===== src/rtl/mult_div_seq.sv =====
// Sequential signed multiply/divide unit feeding the HI/LO registers.
// MULT uses radix-2 Booth, DIV uses restoring division on magnitudes with sign fix-up.
module mult_div_seq #(
    parameter int WIDTH = 32,
    parameter int ITER  = 32
) (
    input  logic             clk,
    input  logic             reset,
    input  logic [WIDTH-1:0] a_in,
    input  logic [WIDTH-1:0] b_in,
    input  logic [1:0]       op_ctrl,
    output logic [WIDTH-1:0] hi_out,
    output logic [WIDTH-1:0] lo_out,
    output logic             busy,
    output logic             done,
    output logic             div_zero
);

    localparam logic [1:0] S_IDLE   = 2'd0;
    localparam logic [1:0] S_MULT   = 2'd1;
    localparam logic [1:0] S_DIV    = 2'd2;
    localparam logic [1:0] S_FINISH = 2'd3;

    logic [1:0]         state;
    logic [5:0]         count;
    logic [WIDTH-1:0]   operand;
    logic [2*WIDTH+1:0] acc;
    logic [WIDTH-1:0]   rem;
    logic [WIDTH-1:0]   quo;
    logic               is_div;
    logic               sign_a;
    logic               sign_b;

    logic [WIDTH:0]     booth_upper;
    logic [2*WIDTH+1:0] booth_next;
    logic [WIDTH:0]     rem_shift;
    logic [WIDTH:0]     trial;
    logic [WIDTH-1:0]   a_mag;
    logic [WIDTH-1:0]   b_mag;
    logic               last_iter;

    assign busy      = (state == S_MULT) || (state == S_DIV);
    assign a_mag     = a_in[WIDTH-1] ? -a_in : a_in;
    assign b_mag     = b_in[WIDTH-1] ? -b_in : b_in;
    assign last_iter = (count == 6'(ITER - 1));

    // The upper field is one bit wider than the operand so that subtracting
    // -2^31 cannot overflow before the arithmetic shift.
    always_comb begin
        booth_upper = acc[2*WIDTH+1:WIDTH+1];
        case (acc[1:0])
            2'b01:   booth_upper = acc[2*WIDTH+1:WIDTH+1] + {operand[WIDTH-1], operand};
            2'b10:   booth_upper = acc[2*WIDTH+1:WIDTH+1] - {operand[WIDTH-1], operand};
            default: booth_upper = acc[2*WIDTH+1:WIDTH+1];
        endcase
        booth_next = {booth_upper[WIDTH], booth_upper, acc[WIDTH:1]};
    end

    always_comb begin
        rem_shift = {rem, quo[WIDTH-1]};
        trial     = rem_shift - {1'b0, operand};
    end

    always_ff @(posedge clk) begin
        if (reset) begin
            state    <= S_IDLE;
            count    <= '0;
            operand  <= '0;
            acc      <= '0;
            rem      <= '0;
            quo      <= '0;
            is_div   <= 1'b0;
            sign_a   <= 1'b0;
            sign_b   <= 1'b0;
            hi_out   <= '0;
            lo_out   <= '0;
            done     <= 1'b0;
            div_zero <= 1'b0;
        end else begin
            done     <= 1'b0;
            div_zero <= 1'b0;
            case (state)
                S_IDLE: begin
                    if (op_ctrl == 2'b01) begin
                        operand <= a_in;
                        acc     <= {{(WIDTH+1){1'b0}}, b_in, 1'b0};
                        count   <= '0;
                        is_div  <= 1'b0;
                        state   <= S_MULT;
                    end else if (op_ctrl == 2'b10) begin
                        if (b_in == '0) begin
                            div_zero <= 1'b1;
                        end else begin
                            operand <= b_mag;
                            quo     <= a_mag;
                            rem     <= '0;
                            sign_a  <= a_in[WIDTH-1];
                            sign_b  <= b_in[WIDTH-1];
                            count   <= '0;
                            is_div  <= 1'b1;
                            state   <= S_DIV;
                        end
                    end
                end
                S_MULT: begin
                    acc   <= booth_next;
                    count <= count + 6'd1;
                    if (last_iter) state <= S_FINISH;
                end
                S_DIV: begin
                    // The remainder stays below the divisor, so the shifted value never exceeds WIDTH bits.
                    if (!trial[WIDTH]) begin
                        rem <= trial[WIDTH-1:0];
                        quo <= {quo[WIDTH-2:0], 1'b1};
                    end else begin
                        rem <= rem_shift[WIDTH-1:0];
                        quo <= {quo[WIDTH-2:0], 1'b0};
                    end
                    count <= count + 6'd1;
                    if (last_iter) state <= S_FINISH;
                end
                default: begin
                    if (is_div) begin
                        lo_out <= (sign_a ^ sign_b) ? -quo : quo;
                        hi_out <= sign_a ? -rem : rem;
                    end else begin
                        hi_out <= acc[2*WIDTH:WIDTH+1];
                        lo_out <= acc[WIDTH:1];
                    end
                    done  <= 1'b1;
                    state <= S_IDLE;
                end
            endcase
        end
    end

endmodule

===== config.mk =====
export PLATFORM = sky130hd
export DESIGN_NAME = mult_div_seq
export DESIGN_NICKNAME = d
export VERILOG_FILES = /design/src/rtl/mult_div_seq.sv
export SDC_FILE = /design/constraint.sdc
export NUM_CORES = 1
export LEC_CHECK = 0
export ABC_AREA = 0
export CORE_UTILIZATION = 57
export DETAILED_ROUTE_END_ITERATION = 6
export PLACE_DENSITY = 0.87
export RECOVER_POWER = 50
export REMOVE_ABC_BUFFERS = 1
export SKIP_CTS_REPAIR_TIMING = 1
export SLEW_MARGIN = 10
export SYNTH_ARGS = -nofsm -noshare
export SYNTH_HDL_FRONTEND = slang
export SYNTH_SLANG_ARGS = --single-unit

===== constraint.sdc =====
create_clock -name clk -period 6 [get_ports clk]
set_input_delay 0.9 -clock clk [delete_from_list [all_inputs] [get_ports clk]]
set_output_delay 0.9 -clock clk [all_outputs]
set_load 0.005 [all_outputs]

Word-level counts from Yosys, hierarchy flattened --
Cells that the tools add are included.
Storage, ports and cells: input port bits 68, logic and storage cells 93, register bits 239
Cells by class: multiplexer cells 36, bitwise logic cells 5, add/sub/neg operators 8, reductions and logical operators 16, equality and inequality tests 15
Operators with widths (number):
- two-way mux 32 bit | 16
- one-hot mux 66 bit (2 select lines) | 1
- negator 32 bit | 4
- one-hot mux 32 bit (2 select lines) | 2
- two-way mux 66 bit | 1
- one-hot mux 33 bit (2 select lines) | 1
- adder 33 bit | 1
- subtractor 33 x 32 -> 33 bit | 1
- subtractor 33 bit | 1
- zero test 32 bit | 1
- two-way mux 6 bit | 3
- one-hot mux 6 bit (2 select lines) | 1
- != test 2 bit (second input constant) | 5
- AND reduction 3 bit | 3
- two-way mux 2 bit | 4
- AND reduction 4 bit | 2
- nonzero test 2 bit | 4
- adder 6 x 1 -> 6 bit (second input constant) | 1
- equality test 2 x 1 -> 1 bit (second input constant) | 3
- equality test 2 bit (second input constant) | 3
- equality test 6 x 5 -> 1 bit (second input constant) | 1
- two-way mux 1 bit | 6
- != test 3 bit (second input constant) | 2
- NOT 1 bit | 4
- 9 further kinds | 9

Depth between registers and ports, before layout --
Gate-level depths: netlist of the first run.
depth in word-level cells 6, depth in mapped cells 18, mapped depth without buffers 16

Least setup slack after synthesis of the first run --
OpenSTA, ideal clock, no wires.
path type register to register, start point register operand[6], end point register acc[64], library setup time 126 ps, data arrival time 3709 ps, data required time 5874 ps, path buffers 1, cell stages (with the launch flop) 16, slack 2165 ps, path through dfxtp_1 or4_4 nor4_1 and3_1 clkbuf_1 a21oi_1 xnor2_1 ha_1 a21o_1 a21o_1 a21oi_1 o21ai_0 a221o_1 a31oi_1 a211o_1 o211ai_1
Between the ends: longest elaborated chain between the ends 3, elaborated cells between the ends (all ways) 4, classes of those cells add/sub (2); mux (2)
RTL lines:
- from (decl) | RTL line 26 | logic [WIDTH-1:0] operand;
- from (signal assigned) | RTL line 85 | operand <= a_in;
- from (signal assigned) | RTL line 94 | operand <= b_mag;
- subtractor 33 bit / adder 33 bit (equally long branches) | RTL line 53, 52
- one-hot mux 33 bit (2 select lines) * | RTL line 51 | case (acc[1:0])
- one-hot mux 66 bit (2 select lines) * | RTL line 82 | case (state)
- to (signal assigned) | RTL line 86 | acc <= {{(WIDTH+1){1'b0}}, b_in, 1'b0};
- to (signal assigned) | RTL line 106 | acc <= booth_next;
- to (decl) | RTL line 27 | logic [2*WIDTH+1:0] acc;
Every way passes the cells marked *; elsewhere a longest branch is shown, timed or not. A chain may end at the register's enable or synchronous reset.

Final worst setup path of the first run --
start point input b_in[1], end point register quo[6]
Between the ends: longest elaborated chain between the ends 3
RTL lines:
- from (decl) | RTL line 10 | input logic [WIDTH-1:0] b_in,
- zero test 32 bit | RTL line 91 | if (b_in == '0) begin
- != test 2 bit (no source line)
- AND reduction 4 bit (no source line)
- to (signal assigned) | RTL line 95 | quo <= a_mag;
- to (signal assigned) | RTL line 114 | quo <= {quo[WIDTH-2:0], 1'b1};
- to (signal assigned) | RTL line 117 | quo <= {quo[WIDTH-2:0], 1'b0};
- to (decl) | RTL line 29 | logic [WIDTH-1:0] quo;
No other way between the ends.

==> metrics, run 1 <==
Finished Core Util=0.6595; clk sinks=between 200 and 250; met1 Usage GRT=0.4162; overall die height=175.6 microns; Antenna Violating Nets Remaining=0; drt drc=0; Seq cells post-synth=roughly 240; Placed Cells=2621; dpl hpwl=36.71 mm; initial core utilization=0.5794; clk_lat worst skew=0.56 ns; clk slew on worst S/H paths=0.06 ns; Critical Path Sink Type=register; vias post-DR=16940; WL/cell=19.11 microns; root buf cell=clkbuf_16; row count=63; Max Cap Viol=5; first-pass GRT wire length=82.08 mm; vias in the first global route=16220; GRT busiest layer=met2; synthesized area per cell=~7.8 sq um; Synth async-reset ratio=0; area grow syn2layout=13.82%; crit-path max FO=23; failing checks=max-capacitance violations, max-slew violations; H-tree lvl count=1; Port Buffer Count=134; met2 GRT Util=0.5422; Die Wd=175.6 microns; Fin Setup TNS=0 ns; Cell Area, Synth=between 15000 and 20000 sq um; register area=4768 sq um; largest net degree at the start of global routing=87; drt first-iter violations=2212; initial antenna violation count=2; fraction of layout cells with a size suffix above 1=0.05261; commonest non-fill, non-tap cell in the layout=nand2_1; post-route setup slack=approximately 1.1 ns; most frequent cells in the layout=nand2_1 (246), dfxtp_1 (237), nor2_1 (226); fillers=2513; Seq/Total Area, Yosys=0.2774; WP data arrival=around 5.4 ns; fin crit share=0.8145; P_leak=7.539 nW; EDFF count, synth=0; Num CTS Buffers=27; Top Ports=around 140; Power Dens Cells=377.3 nW/um^2; main flop type after synthesis=dfxtp_1; TritonCTS clock tree=done; synthesized instance count=2208; Worst Tran Pin Value=~2.1 ns; design area=19550 sq um; CORE AREA=29640 sq um; Max Slew Vio Count=182; Layout Cells excl Fill=2671; Total GRT Usage=0.3246; Placement Cell Area=18690 sq um; Tmin final=4.887 ns; Multi-input gate area=between 10000 and 15000 sq um; Startpoint Class=input port; Setup-failing EPs final=0; Vias/cell=around 6.3; clk buf depth=3; WS Path Type=input port to register; relative slew slack=-0.4280; Peak supply drop=0.0002568 V; RSZ-0062 raised after global routing=false; critical path data required time=6.48 ns; nets@finish=2407; Max Fclk=0.2046 GHz; Yosys cell types=88; GRT overflow=0; Hold Fails Final Rpt=0; Clock Skew=~0.011 ns; GP Congestion=0.9576; met3 GRT Util=0.04459; # diodes=0; run status=finished with violations; Hold Path Class=register to register; DRT Wirelength=51.03 mm; dpl ws=~1.3 ns; Ys Warns=0; Pre-antenna DRT Iters=6; die area=30820 sq um
-- cell families (layout without fill, tap and decap cells) --
family,count (synthesis),in the layout,synth area share
adders and majority gates,79,79,0.05843
xor gates and xnor gates,198,198,0.1010
buffers and inverters,220,293,0.05005
and+or+nand+nor,676,676,0.1845
DFF,238,238,0.2774
muxes,122,122,0.07126
AOI/OAI and AO/OA,675,675,0.2573
-- Yosys cell counts (7+ instances only) --
cell | instances | area [sq um]
o31ai_1 | 32 | 240.2
nor2_1 | 226 | 848.3
inv_1 | 80 | 300.3
nand4_1 | 17 | 106.4
dfxtp_1 | 238 | 4765
or3_1 | 16 | 100.1
a31oi_1 | 26 | 162.7
nand3_1 | 28 | 140.1
nor3_1 | 25 | 125.1
xnor2_1 | 84 | 735.7
buf_1 | 9 | 33.78
or2_2 | 12 | 75.07
ha_1 | 77 | 963.4
xor2_1 | 114 | 998.5
a211oi_1 | 73 | 548.0
o21a_1 | 11 | 82.58
o21bai_1 | 8 | 60.06
nor2b_1 | 8 | 50.05
o41ai_1 | 15 | 131.4
buf_2 | 14 | 70.07
a21boi_0 | 7 | 52.55
nand2_1 | 246 | 923.4
a41oi_1 | 7 | 61.31
nand2b_1 | 13 | 81.33
and3_1 | 12 | 75.07
o21ai_1 | 8 | 40.04
a21oi_1 | 182 | 910.9
a22oi_1 | 26 | 195.2
mux2i_1 | 120 | 1201
or4_1 | 15 | 112.6
nor4_1 | 15 | 93.84
o22ai_1 | 9 | 56.30
o21ai_0 | 135 | 675.7
o211ai_1 | 37 | 277.8
a32oi_1 | 11 | 96.34
a21o_1 | 33 | 247.7
clkbuf_1 | 111 | 416.7
-- state kept, by name (all words and copies together) (netlist names) --
| name | flops |
|---|---|
| acc | 65 |
| hi_out | 32 |
| lo_out | 32 |
| operand | 32 |
| quo | 32 |
| rem | 32 |
| count | 6 |
| state | 2 |
| div_zero | 1 |
| done | 1 |
| is_div | 1 |
| sign_a | 1 |
| sign_b | 1 |
-- layer usage --
layer  part of all wire  vias up
li1                   -     8073
met4              0.039        2
met2               0.46      763
met5            0.00022        -
met3              0.076      155
met1               0.42     7950
-- power breakdown --
| part | internal [mW] | switching [mW] | total, mW |
|---|---|---|---|
| Clock | 1.02 | 0.713 | 1.73 |
| Sequential | 1.79 | 0.290 | 2.08 |
| Combinational | 1.40 | 2.16 | 3.56 |
| Total | 4.21 | 3.16 | 7.37 |
-- worst max-delay path, stage by stage --
cell and delay, ns:
dlygate4sd3_1 0.59, inv_1 0.10, ha_1 0.16, or3b_2 0.51
nor4_1 0.83, nand4_4 0.29, o21bai_1 0.52, a21boi_2 0.91
buf_4 0.33, nand2_1 0.07, a21oi_1 0.15
-- worst paths after layout --
check | start | end | slack (ns) | depth (start not counted)
max | b_in[1] | quo[6] | 1.11 | 11
min | hi_out[20] | hi_out[20] | 0.48 | 2
max reg2reg | operand[6] | acc[57] | 1.59 | 14
min reg2reg | hi_out[20] | hi_out[20] | 0.48 | 2
-- final cells by class --
class / instances / area share
clock inverter: 13 / 0.006977
multi-input combinational: 1750 / 0.5888
sequential: 238 / 0.2440
clock buffer: 37 / 0.04065
timing repair buffer: 161 / 0.07893
tap: 390 / 0.02496
inverter: 82 / 0.01575
-- metrics by stage --
stage / power, mW / hold WS, ns
after floorplan: 4.630 / 0.4556
after global placement: 5.506 / 0.4708
after detailed placement: 5.610 / 0.4834
after CTS: 7.355 / 0.4908
after global routing: 7.820 / 0.5031
final: 7.375 / 0.4830
Note: power is estimated with default switching activity, not from simulation.
==> inputs of run 2 (changes only) <==
Settings changed: CORE_UTILIZATION 57 to 54.
Clock period 6 ns to 3.9 ns, I/O delays scaled along.
==> metrics, run 2 (synthesized netlist as in run 1, its figures left out) <==
most frequent cells in the layout=nand2_1 (246), dfxtp_1 (237), nor2_1 (226); Hold Path Class=register to register; H-tree lvl count=1; Clock power frac=0.225; Power Dens Cells=578.6 nW/um^2; failing checks=max-capacitance violations, max-slew violations; initial antenna violation count=0; Most flops, register=acc; DRT Wirelength=51.82 mm; vias post-DR=16960; TritonCTS clock tree=done; fillers=2588; Max Cap Viol=2; Top Ports=135; # diodes=0; relative slew slack=-0.6452; die area=32520 sq um; switch share=0.4234; clk sinks=238; Total GRT Usage=0.3101; run status=finished with violations; overall die height=180.3 microns; sequential power share=0.274; Critical Path Sink Type=register; initial core utilization=0.5556; Peak supply drop=between 0.0004 and 0.0005 V; Vias/cell=roughly 6.2; Tmin final=between 3 and 4 ns; Num CTS Buffers=27; Startpoint Class=register; clk_lat worst skew=0.56 ns; Die Wd=about 180 microns; Port Buffer Count=134; Max Fclk=0.2688 GHz; Clock Skew=0.01395 ns; final hold slack=0.4780 ns; P_leak=about 7.7 nW; Pre-antenna DRT Iters=6; fin crit share=0.9539; clk slew on worst S/H paths=roughly 0.060 ns; internal power=6.662 mW; RSZ-0062 raised after global routing=false; vias in the first global route=15980; combinational group share of total power=0.502; WL/cell=approximately 19 microns; commonest non-fill, non-tap cell in the layout=nand2_1; max reg flops=65; drt first-iter violations=1805; CP max stage cell=or4_4; Net Sw Power=4.892 mW; Setup-failing EPs final=0; first-pass GRT wire length=83.08 mm; row count=64; critical path data required time=4.31 ns; root buf cell=clkbuf_16; slowest stage delay, CP=0.56 ns; WP buf/inv=2; WP data arrival=4.13 ns; Worst Tran Pin Value=between 2 and 2.5 ns; Finished Core Util=0.6460; Hold Fails Final Rpt=0; GP Congestion=between 0.9 and 1; fraction of layout cells with a size suffix above 1=0.07583; nets@finish=2449; crit-path max FO=6; drt drc=0; area grow syn2layout=16.28%; dpl hpwl=38.34 mm; CORE AREA=30910 sq um; Antenna Violating Nets Remaining=0; WS Path Type=register to register; GRT overflow=0; Max Slew Vio Count=85; largest net degree at the start of global routing=124; CP delay by family, top=simple AND/OR/NAND/NOR gates; clk buf depth=3; critical-path cell list=or4_4, nor4_2, buf_4, nor2_1, xnor2_1, ha_1, a21oi_1, o21ai_1, a221oi_2, a21oi_2, or4_4, a21oi_1, buf_4, xor2_1, o22ai_1
==> run 2: changes by cell type in the layout (fill, tap and decap cells not counted), moves of 3 or more <==
cell,delta
buf_12,+4
clkbuf_1,+5
o21ai_0,-4
clkinv_2,-3
nor4_1,-5
nor4_2,+4
buf_4,+34
o21ai_1,+3
or4_4,+3
or4_1,-3
==> run 2: power groups by stage <==
stage,Sequential [mW],Clock (mW),Combinational (mW)
floorplan,3.13,0,3.99
detailed placement,3.20,0,5.64
global placement,3.17,0,5.52
global route,3.21,2.72,6.32
CTS,3.15,2.62,5.70
finish,3.16,2.59,5.80
==> run 2: per-stage QoR <==
stage	instances	setup TNS (ns)	setup slack [ns]	instance area (sq um)	total power, mW
global route	2717	0	0.01426	19970	12.24
floorplan	2070	-5.572	-0.2979	16620	7.123
detailed placement	2669	0	0.04660	19070	8.842
finish	2717	0	0.1798	19970	11.55
CTS	2717	-0.01123	-0.01123	19960	11.47
global placement	2669	0	0.08666	19070	8.694
==> run 2: final timing paths <==
path	from	end	slack, ns	depth (start not counted)
worst max-delay path	operand[6]	acc[54]	0.18	15
worst min-delay path	hi_out[22]	hi_out[22]	0.48	2
worst max register to register	operand[6]	acc[54]	0.18	15
worst min register to register	hi_out[22]	hi_out[22]	0.48	2
==> run 2: metal layers <==
metal  vias to the layer above  track usage  part of all wire
met1                      7947       0.4049              0.43
li1                       8163            -                 -
met5                         -            0                 0
met3                       145      0.04244             0.074
met4                         0       0.1272             0.041
met2                       709       0.5140              0.46
==> run 2: tightest hold or removal path: stages (launching register included) <==
cell	delay, ns
dfxtp_1	0.30
nor2_1	0.08
a211oi_1	0.05
==> run 2: final cells by class <==
cell class	instances	area (sq um)	area share
multi-input combinational	1750	11610	0.5815
clock buffer	37	753.2	0.03772
clock inverter	11	137.6	0.006892
tap	396	495.5	0.02481
inverter	82	307.8	0.01541
sequential	238	4768	0.2388
timing repair buffer	203	1896	0.09492
==> inputs of run 3 (changes only) <==
==> constraint.sdc (replaced) <==
create_clock -name clk -period 3.9 [get_ports clk]
set_input_delay 0.78 -clock clk [delete_from_list [all_inputs] [get_ports clk]]
set_output_delay 0.78 -clock clk [all_outputs]
set_load 0.005 [all_outputs]
==> metrics, run 3 (synthesized netlist as in run 1, its figures left out) <==
relative slew slack=-0.1428; Num CTS Buffers=27; clk_lat worst skew=0.58 ns; root buf cell=clkbuf_16; die area=about 33000 sq um; Top Ports=135; most frequent cells in the layout=nand2_1 (246), dfxtp_1 (237), nor2_1 (226); DRT Wirelength=53.31 mm; critical path data required time=4.32 ns; Max Fclk=around 0.27 GHz; WS Path Type=register to register; Register-to-Register Path Depth=15; Port Buffer Count=between 100 and 150; sequential power share=0.277; Setup-failing EPs final=0; max reg flops=65; Total GRT Usage=0.3193; # diodes=0; Clock power frac=0.224; vias post-DR=16890; Worst Tran Pin Value=between 1.5 and 2 ns; drt first-iter violations=1539; Vias/cell=6.180; row count=64; initial core utilization=0.5556; internal power=6.592 mW; Layout Cells excl Fill=2733; Most flops, register=acc; Net Sw Power=4.937 mW; fin crit share=0.9540; worst hold stages=2; Antenna Violating Nets Remaining=0; Max Cap Viol=1; drt drc=0; CORE AREA=30910 sq um; largest net degree at the start of global routing=80; vias in the first global route=16040; Power Total=11.53 mW; Hold Fails Final Rpt=0; GP Congestion=1.001; combinational group share of total power=0.499; first-pass GRT wire length=84.76 mm; Die Wd=180.3 microns; Placed Cells=2680; failing checks=max-capacitance violations, max-slew violations; H-tree lvl count=1; Critical Path Sink Type=register; fraction of layout cells with a size suffix above 1=0.07916; run status=finished with violations; Power Dens Cells=574.2 nW/um^2; dpl hpwl=around 40 mm; WP data arrival=4.14 ns; switch share=0.4282; area grow syn2layout=16.92%; overall die height=180.3 microns; Pre-antenna DRT Iters=5; Max Slew Vio Count=35; Startpoint Class=register; clk sinks=238; register area=between 4000 and 5000 sq um; clk buf depth=3; commonest non-fill, non-tap cell in the layout=nand2_1; GRT overflow=0; Finished Core Util=0.6496; Peak supply drop=around 0.00051 V; TritonCTS clock tree=done; initial antenna violation count=0; clk slew on worst S/H paths=0.06 ns; fillers=2627; Hold Path Class=register to register; P_leak=7.810 nW; design area=around 20000 sq um; Tmin final=3.721 ns; crit-path max FO=6; nets@finish=2463; Clock Skew=0.03738 ns; Placement Cell Area=19180 sq um; WL/cell=19.51 microns; Multi-input gate area=11590 sq um
run 3: power groups by stage:
| stage | Clock, mW | Combinational, mW | Sequential (mW) |
|---|---|---|---|
| 2_1_floorplan | 0 | 3.99 | 3.13 |
| 3_3_place_gp | 0 | 5.54 | 3.21 |
| 3_5_place_dp | 0 | 5.65 | 3.23 |
| 4_1_cts | 2.61 | 5.69 | 3.19 |
| 5_1_grt | 2.70 | 6.27 | 3.24 |
| 6_report | 2.59 | 5.75 | 3.19 |
run 3: worst paths after layout:
check	start	endpoint	slack, ns
setup / recovery	operand[6]	acc[54]	0.18
hold / removal	hi_out[24]	hi_out[24]	0.48
setup reg to reg	operand[6]	acc[54]	0.18
hold reg to reg	hi_out[24]	hi_out[24]	0.48
run 3: cell type report:
cell class              count  area share
clock inverters            14    0.007353
well taps                 396     0.02468
multi-input cells        1750      0.5771
inverters                  82     0.01533
flip-flops and latches    238      0.2375
repair buffers            217      0.1008
clock buffers              36     0.03733
run 3: worst max-delay path, cell delays in order, from the launching register on:
cell     delay (ns)
dfxtp_1        0.31
or4_4          0.56
nor4_2         0.16
buf_4          0.16
nor2_1         0.04
xnor2_1        0.15
ha_1           0.36
buf_4          0.16
and3_1         0.15
and3_1         0.18
o21ai_0        0.13
a21oi_1        0.17
or4_4          0.53
a21oi_2        0.23
xor2_1         0.17
o22ai_1        0.09
run 3: metrics by stage:
step | hold slack, ns | TNS (ns) | setup slack [ns]
3_5_place_dp | 0.4789 | 0 | 0.04211
3_3_place_gp | 0.4711 | 0 | 0.08499
4_1_cts | 0.4886 | 0 | 0.001495
6_report | 0.4806 | 0 | 0.1795
5_1_grt | 0.5038 | -0.009671 | -0.006338
2_1_floorplan | 0.4556 | -11.23 | -0.4929
run 3: per-layer routing:
metal,vias to the layer above,part of all wire,global-route usage,routed length [microns]
met5,-,0,0,0
met4,0,0.039,0.1313,2057
met3,126,0.062,0.03213,3326
met2,656,0.47,0.5343,24910
met1,7909,0.43,0.4197,23010
li1,8200,-,-,-
